`src/rtl/y86_seq_controller_if.sv`:
```
// Stage-control bundle between the SEQ sequencer and the Y86-64 datapath stages.
// The controller owns the stage enables; the datapath reports decode and memory status.
interface y86_seq_controller_if;
    logic [3:0] icode;
    logic       instr_valid;
    logic       imem_error;
    logic       dmem_error;
    logic       mem_ready;
    logic       fetch_en;
    logic       decode_en;
    logic       exec_en;
    logic       cc_en;
    logic       mem_en;
    logic       wb_en;
    logic       pc_en;

    modport master (
        input  icode, instr_valid, imem_error, dmem_error, mem_ready,
        output fetch_en, decode_en, exec_en, cc_en, mem_en, wb_en, pc_en
    );

    modport slave (
        output icode, instr_valid, imem_error, dmem_error, mem_ready,
        input  fetch_en, decode_en, exec_en, cc_en, mem_en, wb_en, pc_en
    );
endinterface

```
`src/rtl/y86_seq_controller.sv`:
```
// Multi-cycle sequencer for the SEQ Y86-64 datapath: one stage enable per cycle,
// condition-code gating, data-memory stall with timeout, and processor status.
module y86_seq_controller #(
    parameter int CNT_W        = 32,
    parameter int MEM_WAIT_MAX = 15
) (
    input  logic                    clk,
    input  logic                    rst_n,
    input  logic                    start,
    y86_seq_controller_if.master    stg,
    output logic                    busy,
    output logic [2:0]              stat,
    output logic [CNT_W-1:0]        instr_count,
    output logic [CNT_W-1:0]        cycle_count
);

    typedef enum logic [3:0] {
        IDLE,
        FETCH,
        DECODE,
        EXECUTE,
        MEMORY,
        WRITEBACK,
        PCUPDATE,
        HALT,
        ERROR
    } state_t;

    localparam logic [2:0] STAT_AOK = 3'd1;
    localparam logic [2:0] STAT_HLT = 3'd2;
    localparam logic [2:0] STAT_ADR = 3'd3;
    localparam logic [2:0] STAT_INS = 3'd4;

    // wait_cnt counts completed MEMORY cycles, so the last allowed one sees MAX-1
    localparam logic [7:0] WAIT_LAST = 8'(MEM_WAIT_MAX - 1);

    localparam logic [3:0] ICODE_HALT = 4'h0;
    localparam logic [3:0] ICODE_OPQ  = 4'h6;

    state_t     state;
    state_t     state_nxt;
    logic [2:0] stat_nxt;
    logic [7:0] wait_cnt;
    logic       is_mem;

    always_comb begin
        is_mem = 1'b0;
        case (stg.icode)
            4'h4, 4'h5, 4'h8, 4'h9, 4'hA, 4'hB: is_mem = 1'b1;
            default:                            is_mem = 1'b0;
        endcase
    end

    always_comb begin
        state_nxt = state;
        stat_nxt  = stat;
        case (state)
            IDLE: begin
                if (start) state_nxt = FETCH;
            end
            FETCH: begin
                if (stg.imem_error) begin
                    state_nxt = ERROR;
                    stat_nxt  = STAT_ADR;
                end else if (!stg.instr_valid) begin
                    state_nxt = ERROR;
                    stat_nxt  = STAT_INS;
                end else if (stg.icode == ICODE_HALT) begin
                    state_nxt = HALT;
                    stat_nxt  = STAT_HLT;
                end else begin
                    state_nxt = DECODE;
                end
            end
            DECODE:  state_nxt = EXECUTE;
            EXECUTE: state_nxt = MEMORY;
            MEMORY: begin
                if (!is_mem) begin
                    state_nxt = WRITEBACK;
                end else if (stg.dmem_error) begin
                    state_nxt = ERROR;
                    stat_nxt  = STAT_ADR;
                end else if (stg.mem_ready) begin
                    state_nxt = WRITEBACK;
                end else if (wait_cnt == WAIT_LAST) begin
                    state_nxt = ERROR;
                    stat_nxt  = STAT_ADR;
                end
            end
            WRITEBACK: state_nxt = PCUPDATE;
            PCUPDATE:  state_nxt = FETCH;
            HALT:      state_nxt = HALT;
            ERROR:     state_nxt = ERROR;
            default:   state_nxt = IDLE;
        endcase
    end

    // Outputs are decoded from the next state so they line up with the registered state
    always_ff @(posedge clk or negedge rst_n) begin
        if (!rst_n) begin
            state         <= IDLE;
            stat          <= STAT_AOK;
            wait_cnt      <= 8'd0;
            busy          <= 1'b0;
            stg.fetch_en  <= 1'b0;
            stg.decode_en <= 1'b0;
            stg.exec_en   <= 1'b0;
            stg.cc_en     <= 1'b0;
            stg.mem_en    <= 1'b0;
            stg.wb_en     <= 1'b0;
            stg.pc_en     <= 1'b0;
            instr_count   <= '0;
            cycle_count   <= '0;
        end else begin
            state         <= state_nxt;
            stat          <= stat_nxt;
            stg.fetch_en  <= (state_nxt == FETCH);
            stg.decode_en <= (state_nxt == DECODE);
            stg.exec_en   <= (state_nxt == EXECUTE);
            stg.cc_en     <= (state_nxt == EXECUTE) && (stg.icode == ICODE_OPQ);
            stg.mem_en    <= (state_nxt == MEMORY) && is_mem;
            stg.wb_en     <= (state_nxt == WRITEBACK);
            stg.pc_en     <= (state_nxt == PCUPDATE);
            busy          <= !((state_nxt == IDLE) || (state_nxt == HALT) ||
                               (state_nxt == ERROR));
            if ((state == MEMORY) && (state_nxt == MEMORY)) begin
                wait_cnt <= wait_cnt + 8'd1;
            end else begin
                wait_cnt <= 8'd0;
            end
            if (state == PCUPDATE) begin
                instr_count <= instr_count + CNT_W'(1);
            end
            if (busy) begin
                cycle_count <= cycle_count + CNT_W'(1);
            end
        end
    end

endmodule

```
`src/flat_wrapper.sv`:
```
// flat-port wrapper written by rule: the top's interface ports become plain ports
module y86_seq_controller_flat 
#(
    parameter int CNT_W        = 32,
    parameter int MEM_WAIT_MAX = 15
)
  (clk, rst_n, start, busy, stat, instr_count, cycle_count, stg_icode, stg_instr_valid, stg_imem_error, stg_dmem_error, stg_mem_ready, stg_fetch_en, stg_decode_en, stg_exec_en, stg_cc_en, stg_mem_en, stg_wb_en, stg_pc_en);
  y86_seq_controller_if stg_i ();
  input  logic clk;
  input  logic rst_n;
  input  logic start;
  output logic busy;
  output logic [2:0] stat;
  output logic [CNT_W-1:0] instr_count;
  output logic [CNT_W-1:0] cycle_count;
  input wire logic [$bits(stg_i.icode)-1:0] stg_icode;
  input wire logic [$bits(stg_i.instr_valid)-1:0] stg_instr_valid;
  input wire logic [$bits(stg_i.imem_error)-1:0] stg_imem_error;
  input wire logic [$bits(stg_i.dmem_error)-1:0] stg_dmem_error;
  input wire logic [$bits(stg_i.mem_ready)-1:0] stg_mem_ready;
  output wire logic [$bits(stg_i.fetch_en)-1:0] stg_fetch_en;
  output wire logic [$bits(stg_i.decode_en)-1:0] stg_decode_en;
  output wire logic [$bits(stg_i.exec_en)-1:0] stg_exec_en;
  output wire logic [$bits(stg_i.cc_en)-1:0] stg_cc_en;
  output wire logic [$bits(stg_i.mem_en)-1:0] stg_mem_en;
  output wire logic [$bits(stg_i.wb_en)-1:0] stg_wb_en;
  output wire logic [$bits(stg_i.pc_en)-1:0] stg_pc_en;
  assign stg_i.icode = stg_icode;
  assign stg_i.instr_valid = stg_instr_valid;
  assign stg_i.imem_error = stg_imem_error;
  assign stg_i.dmem_error = stg_dmem_error;
  assign stg_i.mem_ready = stg_mem_ready;
  assign stg_fetch_en = stg_i.fetch_en;
  assign stg_decode_en = stg_i.decode_en;
  assign stg_exec_en = stg_i.exec_en;
  assign stg_cc_en = stg_i.cc_en;
  assign stg_mem_en = stg_i.mem_en;
  assign stg_wb_en = stg_i.wb_en;
  assign stg_pc_en = stg_i.pc_en;
  y86_seq_controller #(.CNT_W(CNT_W), .MEM_WAIT_MAX(MEM_WAIT_MAX)) u_core (.clk(clk), .rst_n(rst_n), .start(start), .stg(stg_i), .busy(busy), .stat(stat), .instr_count(instr_count), .cycle_count(cycle_count));
endmodule
```
`config.mk`:
```
export PLATFORM = sky130hd
export DESIGN_NAME = y86_seq_controller_flat
export DESIGN_NICKNAME = d
export VERILOG_FILES = /design/src/rtl/y86_seq_controller_if.sv /design/src/rtl/y86_seq_controller.sv /design/src/flat_wrapper.sv
export SDC_FILE = /design/constraint.sdc
export NUM_CORES = 1
export LEC_CHECK = 0
export ABC_AREA = 1
export CAP_MARGIN = 30
export CORE_UTILIZATION = 58
export CTS_CLUSTER_DIAMETER = 80
export CTS_CLUSTER_SIZE = 28
export DETAILED_ROUTE_END_ITERATION = 10
export HOLD_SLACK_MARGIN = 0.02
export PLACE_DENSITY_LB_ADDON = 0.1
export SLEW_MARGIN = 20
export SYNTH_ARGS = -nofsm -noshare
export SYNTH_HDL_FRONTEND = slang
export SYNTH_SLANG_ARGS = --single-unit
```
`constraint.sdc`:
```
create_clock -name clk -period 5.11 [get_ports clk]
set_clock_uncertainty 0.15 [all_clocks]
set_input_delay 1.022 -clock clk [delete_from_list [all_inputs] [get_ports clk]]
set_output_delay 1.022 -clock clk [all_outputs]
set_load 0.01 [all_outputs]
```
After elaboration in Yosys (flattened, before gate mapping). Index checks and enable logic that the tools add are counted.

Flip-flop bits (word level): 87. Input port bits: 11. Output and inout bits: 75. Logic and storage cells: 75.

Add/sub/neg operators: 3. Eq/ne operators: 28. Multiplexer cells: 19. Reduce and logical (&&, ||, !) cells: 12.

Operators with widths (count): adder 32 x 1 -> 32 bit (second input constant) (2); == test 4 x 3 -> 1 bit (second input constant) (11); one-hot mux 4 bit (9 select lines) (1); 2-to-1 mux 4 bit (7); == test 4 bit (second input constant) (6); 2-to-1 mux 3 bit (8); == test 4 x 2 -> 1 bit (second input constant) (4); zero test 4 bit (3); adder 8 x 1 -> 8 bit (second input constant) (1); == test 4 x 1 -> 1 bit (second input constant) (2); == test 8 x 4 -> 1 bit (second input constant) (1); 2-to-1 mux 8 bit (1); one-hot mux 3 bit (2 select lines) (1); OR reduction 6 bit (1); AND reduction 5 bit (1); inequality test 4 x 3 -> 1 bit (second input constant) (1); logical AND 1 bit (3); inequality test 3 x 2 -> 1 bit (second input constant) (1); inequality test 3 bit (second input constant) (1); logical OR 1 bit (2); inequality test 2 x 1 -> 1 bit (second input constant) (1); nonzero test 2 bit (1); zero test 1 bit (1); 2-to-1 mux 1 bit (1).

Longest topological paths before layout. Gate-level depths: netlist of run 1.

Depth in word-level cells: 10. Depth in mapped cells: 11. Gate-level depth less buffers: 11.

Worst setup path after synthesis of run 1. OpenSTA, ideal clock, no wires.

Path kind: input to register. Start point: input stg_icode[1]. End point: register u_core.wait_cnt[0]. Setup time: 0.074 ns. Arrival: 1.834 ns. Required time: 4.886 ns. Path slack: 3.052 ns. Cell stages on the path: 7. Buffers on the path: 0. Cells stage by stage: o21ai_0 nand2_1 nand2_2 nand4_4 nor2_2 nand3_2 nor2_1.

Longest elaborated chain between the ends: 8. Elaborated cells on any way between the ends: 17. Classes of those cells: 7 x eq/ne; 7 x mux; 3 x reduce/logical.

Ends and longest elaborated chain: start, declared (line flat_wrapper.sv:16) `input wire logic [$bits(stg_i.icode)-1:0] stg_icode;`; == test 4 x 3 -> 1 bit (tied with other cells) (line y86_seq_controller.sv:48) `case (stg.icode)`; OR reduction 6 bit or 2-to-1 mux 3 bit (tied branches) (line y86_seq_controller.sv:48, y86_seq_controller.sv:68); 2-to-1 mux 1 bit or 2-to-1 mux 4 bit (tied branches) (line y86_seq_controller.sv:48, y86_seq_controller.sv:65); 2-to-1 mux 4 bit, on equally long branches (line y86_seq_controller.sv:78, y86_seq_controller.sv:62); one-hot mux 4 bit (9 select lines) (*) (line y86_seq_controller.sv:57) `case (state)`; net u_core.state_nxt[0] (line y86_seq_controller.sv:41) `state_t state_nxt;`; == test 4 x 3 -> 1 bit (*) (line y86_seq_controller.sv:126) `if ((state == MEMORY) && (state_nxt == MEMORY)) begin`; logical AND 1 bit (*) (line y86_seq_controller.sv:126); 2-to-1 mux 8 bit (*) (line y86_seq_controller.sv:126); end signal, assigned (line y86_seq_controller.sv:127) `wait_cnt <= wait_cnt + 8'd1;`; end, declared (line y86_seq_controller.sv:43) `logic [7:0] wait_cnt;`.

Mark *: on every way through the listed nets, which the timed path passes. The rest lies on a longest branch. A chain may end at the register's enable or synchronous reset.

Final worst setup path of run 1.
Start point: register u_core.busy. End point: output busy.

RTL lines: start, declared (line y86_seq_controller.sv:11) `output logic busy,`; start signal, assigned (line y86_seq_controller.sv:124) `busy <= !((state_nxt == IDLE) || (state_nxt == HALT) ||`; end, declared (line flat_wrapper.sv:12) `output logic busy;`.

No word-level cell between the ends.

==> parameters.txt, run 1 <==
Parameter                              Value

Worst setup path
  Setup Crit Path Kind ... reg -> out
  CP Data Arrival Time ... 1590 ps
  Cells along the critical path ... clkdlybuf4s50_1
  Endpoint required time on the critical path ... 3940 ps
  Worst path max stage delay ... 650 ps
  Number of buffers and inverters on the critical path ... 1
  Cell with the largest stage delay on the worst path ... sky130_fd_sc_hd__clkdlybuf4s50_1
  Gate family responsible for the most delay along the worst path ... buffers and inverters
  Type of destination of the critical path ... output pin
  Largest fanout on the critical path ... 13
  Launching element type of the critical path ... flip-flop

GRT
  Via count of the first global-routing pass ... 4199
  Initial antenna violation count ... 0
  First-pass GRT wire length ... 19600 um
  Pin count of the biggest net entering global routing ... 62
  All-Layer GR Usage ... 28.2%
  GRT overflow ... 0

Route
  Vias per cell ... 5.30
  DRC ... 0
  Number of vias after detailed routing ... 4468
  Sum of routed wire length over all layers ... 11800 um
  Router iterations before antenna repair ... 7
  Wirelength per Cell ... 14.0 um
  Antenna violation net count after detailed routing ... 0
  Violation count after the first detailed-route iteration ... 236

STA
  Max Fclk ... 362 MHz
  Period utilization ... 54.0%
  Number of hold-slack violations in the final timing report ... 0
  Clock period minus worst slack ... 2760 ps
  Final setup fails ... 0
  Setup repair after global routing missed its margin ... false
  Setup total negative slack ... 0 ps
  Worst slew margin relative to its limit ... 48.3%
  Transition time of the tightest slew-check pin ... 775 ps
  Max-slew violation count ... 0

Min path
  Type of the tightest min-delay check ... reg -> reg

Place
  Placed Instance Area ... 5950 um^2
  Total half-perimeter wirelength after legalization and detailed placement ... 9210 um
  Count of buffers from port buffering ... 85
  Routability congestion estimate ... 1.02

Clock tree
  Total setup buffers inserted after CTS ... 0
  CTS tree ... done
  Clk Tree Root Cell ... sky130_fd_sc_hd__clkbuf_8
  Post-CTS sizing ... 0
  Number of hold buffers added after CTS ... 0
  Inserted Clock Buffers ... 9
  H-Tree Level Count ... 3
  Clock Sink Count ... 87
  Clock Tree Buf Depth ... 2
  Clock transition at path regs ... 90 ps
  Clk_lat worst skew ... 360 ps

Yosys
  Per-instance average area after synthesis ... 7.78 um^2
  Portion of netlist area occupied by mux cells ... 0%
  Area share of xor/xnor cells in the synthesized design ... 8.42%
  Simple-gate portion of the synthesized area ... 37.7%
  Number of synthesized register bits ... 87
  Yosys warns ... 0
  Number of library cell types mapped by synthesis ... 35
  Share of the synthesized area in compound gates (AO/OA/AOI/OAI) ... 2.22%
  Sequential share of the synthesized area ... 43.9%
  Post-synthesis adder-cell area fraction ... 1.01%
  Post-synth net total ... 653
  Synth Instances ... 638
  Dominant combinational cell family by area after synthesis ... simple AND/OR/NAND/NOR gates
  Netlist area before placement ... 4970 um^2

Outcome
  Outcome ... completed

Die
  Count of standard-cell rows ... 33
  Placeable core region ... 8260 um^2
  Count of pins on the block boundary ... 86
  Total die area ... 8940 um^2
  Die X ... 94.5 um
  Starting density of the core ... 60.1%
  Overall die height ... 94.5 um

Finish
  Share of cells above drive strength 1 ... 7.59%
  Relative area change from synthesis to final layout ... 23.9%
  Most common cell after layout, fill and taps aside ... sky130_fd_sc_hd__nand2_1
  Commonest non-fill, non-tap cells in the layout ... sky130_fd_sc_hd__nand2_1 (189), sky130_fd_sc_hd__dfrtp_1 (86), sky130_fd_sc_hd__clkdlybuf4s50_1 (84)
  Antenna Diode Count ... 0
  Post-route cell area ... 6150 um^2
  Nets@finish ... 748
  Fill cell instance count of the final layout ... 635

Power and ir drop
  Part of the power in registers ... 48.9%
  LEAKAGE ... 2.97 nW
  Maximum resistive drop on vdd ... 233 uV
  Switching power share of the total ... 30.1%
  Internal power of the cells ... 1.18 mW
  Combinational Power Share ... 20.6%
  Switching power summed over all nets ... 0.509 mW
  Power share of the clock group ... 30.5%
  Power density of the placed cells ... 275 nW/um^2

Run
  Max-cap violations ... 0
[per-layer routing]
metal  track usage, %  routed length [um]  up-vias
met5                0                   0        -
met4             7.20                  93        0
met3             5.31                 823       10
met2             44.9                5580      149
met1             39.7                5320     2116
li1                 -                   -     2193
[sequential cells by signal, indices dropped and copies added (netlist names)]
| register | flops |
|---|---|
| u_core.busy | 1 |
| u_core.cycle_count | 32 |
| u_core.instr_count | 32 |
| u_core.stat | 3 |
| u_core.state | 4 |
| u_core.stg.cc_en | 1 |
| u_core.stg.decode_en | 1 |
| u_core.stg.exec_en | 1 |
| u_core.stg.fetch_en | 1 |
| u_core.stg.mem_en | 1 |
| u_core.stg.pc_en | 1 |
| u_core.stg.wb_en | 1 |
| u_core.wait_cnt | 8 |
[kinds of logic (layout without fill, tap and decap cells)]
| group | after synthesis | count (layout) |
|---|---|---|
| AO/OA/AOI/OAI | 20 | 20 |
| XOR/XNOR | 46 | 46 |
| adder cells (fa/ha/maj) | 4 | 4 |
| buffers and inverters | 90 | 190 |
| flip-flops | 87 | 87 |
| AND/OR/NAND/NOR | 391 | 391 |
[final timing paths]
kind / start / endpoint / slack, ps / cells after the start
worst min-delay path: u_core.instr_count[31] / u_core.instr_count[31] / 330 / 1
min in group asynchronous: rst_n / u_core.cycle_count[19] / 590 / 1
max in group asynchronous: rst_n / u_core.instr_count[4] / 3340 / 2
worst max-delay path: u_core.busy / busy / 2350 / 1
worst max register to register: u_core.busy / u_core.cycle_count[30] / 3030 / 9
worst min register to register: u_core.instr_count[31] / u_core.instr_count[31] / 330 / 1
[power by group through the flow]
stage,Clock (mW),Combinational (mW),Sequential (mW)
final,0.515,0.348,0.826
after global routing,0.550,0.386,0.837
after CTS,0.523,0.351,0.826
after detailed placement,0,0.350,0.838
after global placement,0,0.338,0.839
after floorplan,0,0.174,0.839
[cell type report]
| class | count | area, um^2 | area share, % |
|---|---|---|---|
| clock inverter | 4 | 72.6 | 1.18 |
| multi-input combinational | 461 | 2450 | 39.8 |
| sequential | 87 | 2180 | 35.4 |
| inverter | 88 | 330 | 5.37 |
| clock buffer | 12 | 135 | 2.20 |
| timing repair buffer | 86 | 856 | 13.9 |
| tap | 105 | 131 | 2.14 |
[metrics by stage]
step	setup WS [ps]	power, mW	util (%)	hold slack, ps	instances
finish	2350	1.69	74.5	325	843
global route	2250	1.77	74.5	350	843
CTS	2340	1.70	74.5	328	843
detailed placement	2420	1.19	72.0	316	827
global placement	2470	1.18	72.0	310	827
floorplan	3050	1.01	-	322	638
[synth_stat cells, drive strengths merged]
cell / instances / area share, %
nand4: 20 / 2.8
dfrtp: 86 / 43
xnor2: 12 / 2.1
xor2: 34 / 6.3
and2: 1 / 0.13
nand2b: 1 / 0.13
o211ai: 1 / 0.15
nand3: 47 / 5.0
dfstp: 1 / 0.53
inv: 87 / 6.6
nand3b: 4 / 0.60
o31ai: 1 / 0.15
nor2: 92 / 9.4
nand2: 198 / 16
o21ai: 14 / 1.4
nor4: 2 / 0.55
ha: 4 / 1.0
nor3: 26 / 3.0
a21boi: 1 / 0.15
a21oi: 2 / 0.20
clkinv: 1 / 0.076
o21bai: 1 / 0.15
clkbuf: 2 / 0.15
Note: power is estimated with default switching activity, not from simulation.
==> run 2: changes to the inputs <==
- CORE_UTILIZATION: 58 -> 48
- clock period: 5.11 -> 2.4 ns (I/O delays scaled with it)
==> run 2 against run 1 <==
Effect of this change:
- sequential share of layout area fell by 0.36 points
- register-to-register slack got worse by 2700 ps
- hold slack improved by 11 ps
- largest cell class unchanged
- combinational power is 120% higher
- clock power rose by 91%
- via count fell by 1.4%
- total power is 110% higher
- cell count grew 3.9%
- sequential power up 110%
- worst setup slack got worse by 2000 ps
- design area is 1.0% higher
==> parameters.txt, run 2 (synthesis results as in run 1) <==
Parameter                              Value

GRT
  Pin count of the biggest net entering global routing ... 36 (was 62)
  Via count of the first global-routing pass ... 4347 (was 4199)
  All-Layer GR Usage ... 22.7% (was 28.2%)
  GRT overflow ... 0 (unchanged)
  Initial antenna violation count ... 0 (unchanged)
  First-pass GRT wire length ... 20000 um (was 19600 um)

STA
  Number of hold-slack violations in the final timing report ... 0 (unchanged)
  Max Fclk ... 478 MHz
  Worst slew margin relative to its limit ... 69.3% (was 48.3%)
  Clock period minus worst slack ... 2090 ps
  Period utilization ... 87.2%
  Setup repair after global routing missed its margin ... false (unchanged)
  Post-Route Hold Slack ... 336 ps (was 325 ps)
  Setup total negative slack ... 0 ps (unchanged)
  Final setup fails ... 0 (unchanged)
  Transition time of the tightest slew-check pin ... 461 ps (was 775 ps)
  Max-slew violation count ... 0 (unchanged)

Route
  Vias per cell ... 5.03 (was 5.30)
  Number of vias after detailed routing ... 4405 (was 4468)
  Antenna violation net count after detailed routing ... 0 (unchanged)
  Router iterations before antenna repair ... 4 (was 7)
  DRC ... 0 (unchanged)
  Sum of routed wire length over all layers ... 11300 um (was 11800 um)
  Wirelength per Cell ... 12.9 um (was 14.0 um)
  Violation count after the first detailed-route iteration ... 139 (was 236)

Power and ir drop
  LEAKAGE ... 3.00 nW (was 2.97 nW)
  Overall power consumption ... 3.50 mW (was 1.69 mW)
  Maximum resistive drop on vdd ... 378 uV (was 233 uV)
  Power density of the placed cells ... 564 nW/um^2 (was 275 nW/um^2)

Die
  Overall die height ... 104 um (was 94.5 um)
  Starting density of the core ... 50.1% (was 60.1%)
  Placeable core region ... 9910 um^2 (was 8260 um^2)
  Count of standard-cell rows ... 36 (was 33)
  Total die area ... 10800 um^2 (was 8940 um^2)
  Die X ... 104 um (was 94.5 um)
  Count of pins on the block boundary ... 86 (unchanged)

Min path
  Cell depth of the worst min-delay path ... 1 (unchanged)
  Startpoint of the most critical hold path ... u_core.instr_count[31] (unchanged)
  Type of the tightest min-delay check ... reg -> reg (unchanged)
  Terminating pin of the worst hold path ... u_core.instr_count[31] (unchanged)

Finish
  Registers with the most flip-flops ... u_core.cycle_count (32), u_core.instr_count (32), u_core.wait_cnt (8) (unchanged)
  Most common cell after layout, fill and taps aside ... sky130_fd_sc_hd__nand2_1 (unchanged)
  Multi-input combinational cell area ... 2450 um^2 (unchanged)
  Register cell area after layout ... 2180 um^2 (unchanged)
  Antenna Diode Count ... 0 (unchanged)
  Fill cell instance count of the final layout ... 857 (was 635)
  Relative area change from synthesis to final layout ... 25.2% (was 23.9%)
  Share of cells above drive strength 1 ... 8.08% (was 7.59%)
  Nets@finish ... 753 (was 748)
  Commonest non-fill, non-tap cells in the layout ... sky130_fd_sc_hd__nand2_1 (189), sky130_fd_sc_hd__dfrtp_1 (86), sky130_fd_sc_hd__clkdlybuf4s50_1 (84) (unchanged)

Clock tree
  Clk Tree Root Cell ... sky130_fd_sc_hd__clkbuf_8 (unchanged)
  Clk_lat worst skew ... 360 ps (about the same)
  Inserted Clock Buffers ... 9 (unchanged)
  H-Tree Level Count ... 3 (unchanged)
  CTS tree ... done (unchanged)
  Total setup buffers inserted after CTS ... 0 (unchanged)
  Clock transition at path regs ... 90 ps (about the same)
  Clock Sink Count ... 87 (unchanged)
  Clock Tree Buf Depth ... 2 (unchanged)

Worst setup path
  CP Data Arrival Time ... 1460 ps (was 1590 ps)
  Reg2reg setup slack ... 350 ps (was 3030 ps)
  Worst r2r src ... u_core.instr_count[0] (was u_core.busy)
  Number of cell instances on the worst register-to-register path ... 10 (was 9)
  Cells along the critical path ... clkdlybuf4s50_1 (unchanged)
  Type of destination of the critical path ... output pin (unchanged)
  Critical register-to-register path endpoint ... u_core.instr_count[18] (was u_core.cycle_count[30])
  Gate family responsible for the most delay along the worst path ... buffers and inverters (unchanged)
  Cell with the largest stage delay on the worst path ... sky130_fd_sc_hd__clkdlybuf4s50_1 (unchanged)
  Setup Crit Path Kind ... reg -> out (unchanged)
  Worst path max stage delay ... 600 ps (was 650 ps)
  Largest fanout on the critical path ... 7 (was 13)
  Launching element type of the critical path ... flip-flop (unchanged)
  Endpoint required time on the critical path ... 1770 ps (was 3940 ps)
  Number of buffers and inverters on the critical path ... 1 (unchanged)

Run
  Max-cap violations ... 0 (unchanged)

Place
  Total half-perimeter wirelength after legalization and detailed placement ... 8900 um (was 9210 um)
  Routability congestion estimate ... 0.908 (was 1.02)
  Count of buffers from port buffering ... 85 (unchanged)

Outcome
  Outcome ... completed (unchanged)
[run 2: cell types whose count changed in the layout (fill, tap and decap cells not counted), sizes merged]
cell	previous run	this run
clkinvlp	1	0
buf	2	6
dlygate4sd3	0	1
clkinv	2	4
bufinv	2	1
[run 2: worst max-delay path by stage]
stage	endpoint	slack, ps	depth (start not counted)	from
after global routing	u_core.instr_count[28]	190	8	u_core.instr_count[0]
after CTS	busy	280	1	u_core.busy
after floorplan	u_core.instr_count[20]	580	10	u_core.instr_count[0]
after global placement	u_core.wait_cnt[2]	270	9	stg_instr_valid
after detailed placement	u_core.wait_cnt[2]	210	9	stg_instr_valid
final	busy	310	1	u_core.busy
[run 2: repair_timing]
item | CTS | global route
resized for setup | 0 | 0
hold buffers | 1 | 0
hold endpoints to repair | 31 | 0
[run 2: routing by layer]
metal	vias to the layer above	GRT usage [%]	wire length (um)
li1	2202	-	-
met3	17	4.41	405
met2	97	40.0	5730
met4	0	7.76	199
met5	-	0	0
met1	2089	27.9	5000
[run 2: area by class of cell]
cell class                 count  area share [%]
multi-input combinational    461            39.4
clock buffer                  12            2.17
sequential                    87            35.0
inverter                      88            5.31
tap                          133            2.68
clock inverter                 4           0.785
timing repair buffer          91            14.6
[run 2: per-stage QoR]
| step | cells | util (%) | setup WS [ps] | cell area, um^2 |
|---|---|---|---|---|
| global route | 876 | 62.7 | 187 | 6220 |
| detailed placement | 859 | 60.8 | 208 | 6020 |
| floorplan | 638 | - | 583 | 4970 |
| finish | 876 | 62.7 | 306 | 6220 |
| CTS | 876 | 62.7 | 276 | 6220 |
| global placement | 859 | 60.8 | 266 | 6020 |
[run 2: power by group]
group          leakage, nW  internal [mW]  switching (mW)
clock network       0.0943          0.481           0.503
registers             1.19           1.60           0.154
logic                 1.71          0.351           0.419
